$ cat src/rtl/system_types_pkg.sv
// ============================================================================
//  Module   : system_types_pkg
//  Purpose  : Shared dcache address, access-source and fill geometry types.
//  Revision : 1.0  initial release
// ============================================================================
`default_nettype none

package system_types_pkg;

  localparam int DCACHE_TAG_WIDTH          = 22;
  localparam int DCACHE_INDEX_WIDTH        = 6;
  localparam int DCACHE_BANK_WIDTH         = 1;
  localparam int DCACHE_BLOCK_OFFSET_WIDTH = 5;
  localparam int DCACHE_NUM_BANKS          = 2;

  // Sizes in bits: a 256-bit block is moved as 32-bit data words.
  localparam int DCACHE_BLOCK_SIZE      = 256;
  localparam int DCACHE_DATA_WORD_WIDTH = 32;

  localparam int DCACHE_FILL_BEATS      = DCACHE_BLOCK_SIZE / DCACHE_DATA_WORD_WIDTH;
  localparam int DCACHE_FILL_BEAT_WIDTH = $clog2(DCACHE_FILL_BEATS);

  localparam int DCACHE_DATA_WORD_INDEX_WIDTH = DCACHE_INDEX_WIDTH + DCACHE_FILL_BEAT_WIDTH;

  typedef struct packed {
    logic [DCACHE_TAG_WIDTH-1:0]          tag;
    logic [DCACHE_INDEX_WIDTH-1:0]        index;
    logic [DCACHE_BANK_WIDTH-1:0]         bank;
    logic [DCACHE_BLOCK_OFFSET_WIDTH-1:0] block_offset;
  } dcache_PA_t;

  typedef enum logic [1:0] {
    LD   = 2'd0,
    ST   = 2'd1,
    FILL = 2'd2
  } dcache_access_src_t;

  // Data-array row of the 32-bit word addressed by a load/store.
  function automatic logic [DCACHE_DATA_WORD_INDEX_WIDTH-1:0] dcache_row(input dcache_PA_t pa);
    return {pa.index, pa.block_offset[4:2]};
  endfunction

endpackage

`default_nettype wire

$ cat src/rtl/dcache_bank_arbiter.sv
// ============================================================================
//  Module   : dcache_bank_arbiter
//  Purpose  : Per-bank arbitration of load, store and block-fill accesses to
//             a two-bank dcache data array, with store anti-starvation.
//  Revision : 1.0  initial release
// ============================================================================
`default_nettype none

module dcache_bank_arbiter
  import system_types_pkg::*;
#(
  parameter int STARVE_LIMIT = 4
) (
  input  logic                                      CLK,
  input  logic                                      nRST,
  input  logic                                      ld_req_valid,
  input  dcache_PA_t                                ld_req_PA,
  output logic                                      ld_req_ready,
  input  logic                                      st_req_valid,
  input  dcache_PA_t                                st_req_PA,
  output logic                                      st_req_ready,
  input  logic                                      fill_req_valid,
  input  dcache_PA_t                                fill_req_PA,
  output logic                                      fill_req_ready,
  output logic                                      fill_beat_valid,
  output logic [DCACHE_FILL_BEAT_WIDTH-1:0]         fill_beat_idx,
  output logic [1:0]                                bank_access_valid,
  output dcache_access_src_t [1:0]                  bank_access_src,
  output logic [1:0][DCACHE_DATA_WORD_INDEX_WIDTH-1:0] bank_access_row
);

  localparam int c_STARVE_W = $clog2(STARVE_LIMIT + 1);
  localparam logic [DCACHE_FILL_BEAT_WIDTH-1:0] c_LAST_BEAT =
    DCACHE_FILL_BEAT_WIDTH'(DCACHE_FILL_BEATS - 1);

  typedef enum logic [0:0] {
    S_IDLE = 1'b0,
    S_FILL = 1'b1
  } fill_state_t;

  fill_state_t                              r_state, w_state_next;
  logic [DCACHE_FILL_BEAT_WIDTH-1:0]        r_beat, w_beat_next;
  logic [DCACHE_INDEX_WIDTH-1:0]            r_fill_index, w_fill_index_next;
  logic                                     r_fill_bank, w_fill_bank_next;
  logic [c_STARVE_W-1:0]                    r_starve_cnt, w_starve_cnt_next;

  logic                                     w_filling;
  logic                                     w_fill_accept;
  logic                                     w_st_force;
  logic [1:0]                               w_locked;
  logic [1:0]                               w_ld_gnt;
  logic [1:0]                               w_st_gnt;
  logic [DCACHE_DATA_WORD_INDEX_WIDTH-1:0]  w_ld_row, w_st_row, w_fill_row;
  logic                                     w_unused;

  assign w_filling     = (r_state == S_FILL);
  assign fill_req_ready = nRST && (r_state == S_IDLE);
  assign w_fill_accept = fill_req_valid && fill_req_ready;
  assign w_st_force    = (r_starve_cnt == c_STARVE_W'(STARVE_LIMIT));

  assign w_ld_row   = dcache_row(ld_req_PA);
  assign w_st_row   = dcache_row(st_req_PA);
  assign w_fill_row = {r_fill_index, r_beat};

  assign fill_beat_valid = nRST && w_filling;
  assign fill_beat_idx   = r_beat;

  // Fields that do not take part in bank arbitration.
  assign w_unused = ^{ld_req_PA.tag, ld_req_PA.block_offset[1:0],
                      st_req_PA.tag, st_req_PA.block_offset[1:0],
                      fill_req_PA.tag, fill_req_PA.block_offset};

  generate
    for (genvar b = 0; b < DCACHE_NUM_BANKS; b++) begin : g_bank
      logic w_ld_hit;
      logic w_st_hit;

      // The lock follows the registered state, so the accept cycle is still open.
      assign w_locked[b] = w_filling && (r_fill_bank == 1'(b));
      assign w_ld_hit    = nRST && ld_req_valid && (ld_req_PA.bank == 1'(b)) && !w_locked[b];
      assign w_st_hit    = nRST && st_req_valid && (st_req_PA.bank == 1'(b)) && !w_locked[b];

      assign w_ld_gnt[b] = w_ld_hit && !(w_st_hit && w_st_force);
      assign w_st_gnt[b] = w_st_hit && (!w_ld_hit || w_st_force);

      assign bank_access_valid[b] = nRST && (w_locked[b] || w_ld_gnt[b] || w_st_gnt[b]);
      assign bank_access_src[b]   = w_locked[b] ? FILL : (w_ld_gnt[b] ? LD : ST);
      assign bank_access_row[b]   = w_locked[b] ? w_fill_row :
                                    (w_ld_gnt[b] ? w_ld_row : w_st_row);
    end
  endgenerate

  assign ld_req_ready = |w_ld_gnt;
  assign st_req_ready = |w_st_gnt;

  // Only ld-conflict losses age a store; a fill-locked bank freezes the count.
  always_comb begin
    w_starve_cnt_next = r_starve_cnt;
    if (!st_req_valid || st_req_ready) begin
      w_starve_cnt_next = '0;
    end else if (w_locked[st_req_PA.bank]) begin
      w_starve_cnt_next = r_starve_cnt;
    end else if (!w_st_force) begin
      w_starve_cnt_next = r_starve_cnt + c_STARVE_W'(1);
    end
  end

  always_comb begin
    w_state_next      = r_state;
    w_beat_next       = r_beat;
    w_fill_index_next = r_fill_index;
    w_fill_bank_next  = r_fill_bank;
    case (r_state)
      S_IDLE: begin
        if (w_fill_accept) begin
          w_state_next      = S_FILL;
          w_beat_next       = '0;
          w_fill_index_next = fill_req_PA.index;
          w_fill_bank_next  = fill_req_PA.bank;
        end
      end
      S_FILL: begin
        w_beat_next = r_beat + DCACHE_FILL_BEAT_WIDTH'(1);
        if (r_beat == c_LAST_BEAT) begin
          w_state_next = S_IDLE;
        end
      end
      default: w_state_next = S_IDLE;
    endcase
  end

  always_ff @(posedge CLK) begin
    if (!nRST) begin
      r_state      <= S_IDLE;
      r_beat       <= '0;
      r_fill_index <= '0;
      r_fill_bank  <= 1'b0;
      r_starve_cnt <= '0;
    end else begin
      r_state      <= w_state_next;
      r_beat       <= w_beat_next;
      r_fill_index <= w_fill_index_next;
      r_fill_bank  <= w_fill_bank_next;
      r_starve_cnt <= w_starve_cnt_next;
    end
  end

endmodule

`default_nettype wire

$ cat config.mk
export PLATFORM = sky130hd
export DESIGN_NAME = dcache_bank_arbiter
export DESIGN_NICKNAME = d
export VERILOG_FILES = /design/src/rtl/system_types_pkg.sv /design/src/rtl/dcache_bank_arbiter.sv
export SDC_FILE = /design/constraint.sdc
export NUM_CORES = 1
export LEC_CHECK = 0
export CORE_AREA = 2 2 72 67
export CTS_CLUSTER_DIAMETER = 30
export DETAILED_ROUTE_END_ITERATION = 16
export DIE_AREA = 0 0 74 69
export MAX_ROUTING_LAYER = met4
export PLACE_DENSITY = 0.84
export RECOVER_POWER = 100
export SLEW_MARGIN = 20
export SYNTH_ARGS = -nofsm -noshare
export SYNTH_HDL_FRONTEND = slang
export SYNTH_SLANG_ARGS = --single-unit
$ cat constraint.sdc
create_clock -name CLK -period 3.35 [get_ports CLK]
set_input_delay 0.8375 -clock CLK [delete_from_list [all_inputs] [get_ports CLK]]
set_output_delay 0.8375 -clock CLK [all_outputs]
set_load 0.005 [all_outputs]
# Word-level counts from Yosys, hierarchy flattened
# Index checks and enable logic that the tools add are counted.
# Widths: inputs -> output; s select.
# totals
register_bits	14
elab_cells	75
output_inout_bits	31
# classes
order_cmp	1
mux	15
n_addsub	2
eq_ne	3
n_reduce_logical	42
bitwise_logic	7
# ops
cell	n
$mux 9	4
$logic_and 1x1->1	23
$logic_not 1->1	7
$logic_or 1x1->1	7
$not 1->1	7
$add 3x1->3 const B	2
$eq 3x3->1 const B	2
$mux 1	6
$pmux 3 s2	1
$reduce_or 2->1	3
$mux 2	2
$reduce_and 2->1	2
$mux 3	1
$lt 1x2->1 const B	1
$ne 2x2->1 const B	1
$pmux 1 s2	1

# Logic depth before layout (Yosys ltp)
# Gate-level depths: netlist (run 1).
# depth
ltp_word	10
depth_mapped	6

# Worst setup path after synthesis (run 1)
# No wires, ideal clock.
# synth_path
path_kind	input to output
start	input port st_req_valid
end	output port ld_req_ready
path_stages	5
path_buffers	2
path_slack_ns	0.886
required_time_ns	2.513
t_arrival_ns	1.626
cell_sequence	buf_2 and4_1 buf_4 nor2_1 o21a_1
# synth_between
elab_chain_cells	7
elab_cells_between_ends	12
classes_between	12 x reduce/logical
# synth_rtl
element	line_no	source
start: declaration	dcache_bank_arbiter.sv:19	input logic st_req_valid,
$logic_and 1x1->1 (*)	dcache_bank_arbiter.sv:81	assign w_st_hit = nRST && st_req_valid && (st_req_PA.bank == 1'(b)) && !w_locked[b];
$logic_and 1x1->1 (2 in series)	dcache_bank_arbiter.sv:81	
$logic_and 1x1->1	dcache_bank_arbiter.sv:83	assign w_ld_gnt[b] = w_ld_hit && !(w_st_hit && w_st_force);
$logic_not 1->1	dcache_bank_arbiter.sv:83	
$logic_and 1x1->1	dcache_bank_arbiter.sv:83	
$reduce_or 2->1 (*)	dcache_bank_arbiter.sv:93	assign ld_req_ready = |w_ld_gnt;
end: declaration	dcache_bank_arbiter.sv:18	output logic ld_req_ready,
# Mark *: on every way between the ends. The rest lies on a longest branch, timed or not.

==> key figures, run 1 <==
Timing
  – Final Hold Vio Count: 0
  – Slew HR: 0.590
  – Tcrit/Tclk final: 0.976
  – RSZ-0062 raised after global routing: no
  – Pins over their slew limit: 0
  – # setup viols final: 0
  – FMAX: 306 MHz
  – Clock Skew: between 0.005 and 0.006 ns
  – Slew @ Worst Pin: 0.614 ns
  – Setup TNS: 0 ns
  – Period minus WS final: around 3.3 ns

Detailed routing
  – Vias/cell: roughly 5.8
  – Final ANT Viol Nets: 0
  – Pre-antenna DRT Iters: 5
  – Iter 0 DRT Violations: 239
  – Wire per inst: about 19 um
  – Via count: 1,900
  – # DRC: 0
  – Final wirelength: between 6 and 7 mm

Critical path
  – R2R Path End: r_starve_cnt[0]
  – Critical Path Sink Type: output port
  – FF-to-FF path depth: 5
  – Reg-to-Reg Start: r_starve_cnt[0]
  – Data arrival, critical path: roughly 2.4 ns
  – R2R Setup Slk: ~1.7 ns
  – Crit path largest cell delay: 0.38 ns
  – Setup crit start kind: input pin
  – CP max stage cell: dlygate4sd2_1
  – Critical path type: in -> out
  – Crit-path max FO: 6
  – Worst-path cell chain: dlygate4sd2_1 > and3b_1 > buf_4 > buf_4 > a31oi_1 > a21oi_1 > dlygate4sd2_1
  – WP data required: roughly 2.5 ns

Global route
  – Total track usage: 0.239
  – Initial antenna violation count: 0
  – Number of global-route vias before repair: 1,840
  – Grt total ovfl: 0
  – First-pass GRT wire length: just over 9 mm
  – Largest net degree at the start of global routing: 13

Yosys
  – Yosys warnings: 0
  – Post-synthesis sequential area ratio: 0.217
  – Yosys cell types: 36
  – Area contributors post-synth: dfxtp_1 (22%), nor2_1 (10%), a21oi_1 (8.5%), o21ai_1 (7.4%), mux2i_1 (6.2%)
  – Mapped Avg Cell Area: about 7.3 sq um
  – Most instantiated cells after synthesis: nor2_1 (35), a21oi_1 (22), o21ai_1 (19)
  – Yosys top cell area share: 0.217
  – Post-synthesis sequential element count: 14
  – Cells after synthesis: 178
  – Synth area leader: dfxtp_1
  – Async S/R FF share, synth: 0
  – Net count after synthesis: 289
  – Most common flop cell mapped by yosys: dfxtp_1
  – Most frequent cell after synthesis: nor2_1
  – Cell Area, Synth: 1290 sq um
  – Number of flops mapped to enable cells by yosys: 0

Clocking
  – Clock sink total: 14
  – CTS Buffer Depth: 2
  – CTS tree: yes
  – # H-tree levels: 1
  – Clock insertion delay at the later pin of the skew report: around 0.25 ns
  – CTS buffer count: 3
  – Root buf cell: clkbuf_8
  – Clk pin slew, worst setup/hold paths: around 0.060 ns

Min path
  – Hold Crit Start: r_starve_cnt[1]
  – Worst Hold Depth: 2
  – Hold path endpoint: r_starve_cnt[1]
  – Worst min-delay path class: reg -> reg

Placed design
  – Inst Count DP: approximately 310
  – HPWL after detailed placement: around 3.8 mm
  – Port Buffers: 62
  – Routability cong.: 0.839

Floorplanning
  – DIE WIDTH: 74 um
  – Die ar.: 5110 sq um
  – Boundary pin count: 138
  – Die Ht: roughly 70 um
  – Row cnt: 23
  – Starting density of the core: 0.298
  – Core area: around 4300 sq um

Power
  – Total power: 0.612 mW
  – Pwr Density: approximately 270 nW/um^2
  – Peak supply drop: 0.132 mV
  – Leakage: roughly 0.97 nW

Final layout
  – P&R area growth vs syn: 76.5%
  – Nets: ~380
  – Share of cells above drive strength 1: 0.212
  – Register Area: around 280 sq um
  – Area taken by multi-input logic gates: 1000 sq um
  – Final Core Density: 0.525
  – Non-filler cells in the finished layout: around 330
  – Antenna cell count: 0
  – # fillers: 402

Status
  – Status: finished, final reports clean

Flow run
  – Max Cap Viol: 0
[worst max-delay path, delay by kind of cell]
| family | cells | cell delay [ns] |
|---|---|---|
| buffers and inverters | 4 | 0.96 |
| AND/OR/NAND/NOR | 1 | 0.25 |
| AO/OA/AOI/OAI | 2 | 0.38 |
[worst max path at each step]
| stage | startpoint | end | slack (ns) |
|---|---|---|---|
| floorplan | st_req_valid | ld_req_ready | 0.89 |
| global placement | ld_req_valid | st_req_ready | -0.15 |
| detailed placement | nRST | bank_access_row[4] | -0.17 |
| CTS | ld_req_valid | ld_req_ready | -0.02 |
| global route | st_req_PA[5] | bank_access_src[0] | 0.05 |
| finish | ld_req_PA[5] | bank_access_row[4] | 0.08 |
[placed cells by master (no fill, tap or decap), types with 3 or more instances in the layout]
cell and instances:
nor2_1 35, a41oi_2 3, dlygate4sd3_1 8, a31oi_1 8, clkbuf_8 4, dlygate4sd2_1 12, nand2b_1 3, buf_6 3
ha_1 4, a21oi_1 20, nand2_1 4, dfxtp_1 14, mux2i_1 8, clkbuf_1 6, o21ai_1 17, inv_1 6
a21oi_2 3, clkdlybuf4s50_1 37, a41oi_1 6, buf_4 23
[per-layer routing]
metal	vias to the layer above	GRT usage	share of wire
met5	-	-	0
met4	0	0.107	0.048
met3	41	0.0395	0.099
met2	148	0.368	0.47
met1	873	0.302	0.39
li1	838	-	-
[cell families (layout without fill, tap and decap cells)]
logic type                 Yosys count  in the layout  share of synthesized area
muxes                                8              8                     0.0619
adders and majority gates            4              4                     0.0387
buffers and inverters               24            107                     0.0919
and+or+nand+nor                     56             59                      0.221
AOI/OAI and AO/OA                   70             70                      0.345
xor gates and xnor gates             2              2                     0.0252
DFF                                 14             14                      0.217
[sequential cells by signal (all words and copies together) (netlist names)]
| signal | count |
|---|---|
| r_fill_index | 6 |
| fill_beat_idx | 3 |
| r_starve_cnt | 3 |
| r_fill_bank | 1 |
| r_state | 1 |
[final cells by class]
class / count / area share
inverters: 7 / 0.0115
multi-input cells: 143 / 0.438
well taps: 62 / 0.0340
repair buffers: 96 / 0.370
clock buffers: 4 / 0.0241
flip-flops and latches: 14 / 0.123
[power breakdown]
part           internal, mW  switching (mW)
registers             0.175          0.0109
clock network         0.104          0.0678
logic                 0.137           0.118
total                 0.416           0.196
[metrics by stage]
step | cell area, sq um | setup WS, ns | hold WS (ns)
after floorplan | 1290 | 0.886 | 0.482
after global placement | 2090 | -0.148 | 0.494
after detailed placement | 2090 | -0.172 | 0.510
after CTS | 2350 | -0.0178 | 0.523
after global routing | 2280 | 0.0452 | 0.553
final | 2280 | 0.0820 | 0.522
[repair_timing]
action                                  in CTS  in global routing
gates cloned                                 2                  1
setup buffers                                6                  2
pin swaps                                    2                  4
hold buffers                                 0                  0
gates resized for setup                     39                 14
endpoints found under the setup margin      23                 15
Note: power is estimated with default switching activity, not from simulation.
==> run 2, diff against run 1 <==
CTS_CLUSTER_DIAMETER = unset   (was 30)
==> results of run 2 <==
No change in the layout: final DEF, timing and power equal those of run 1.
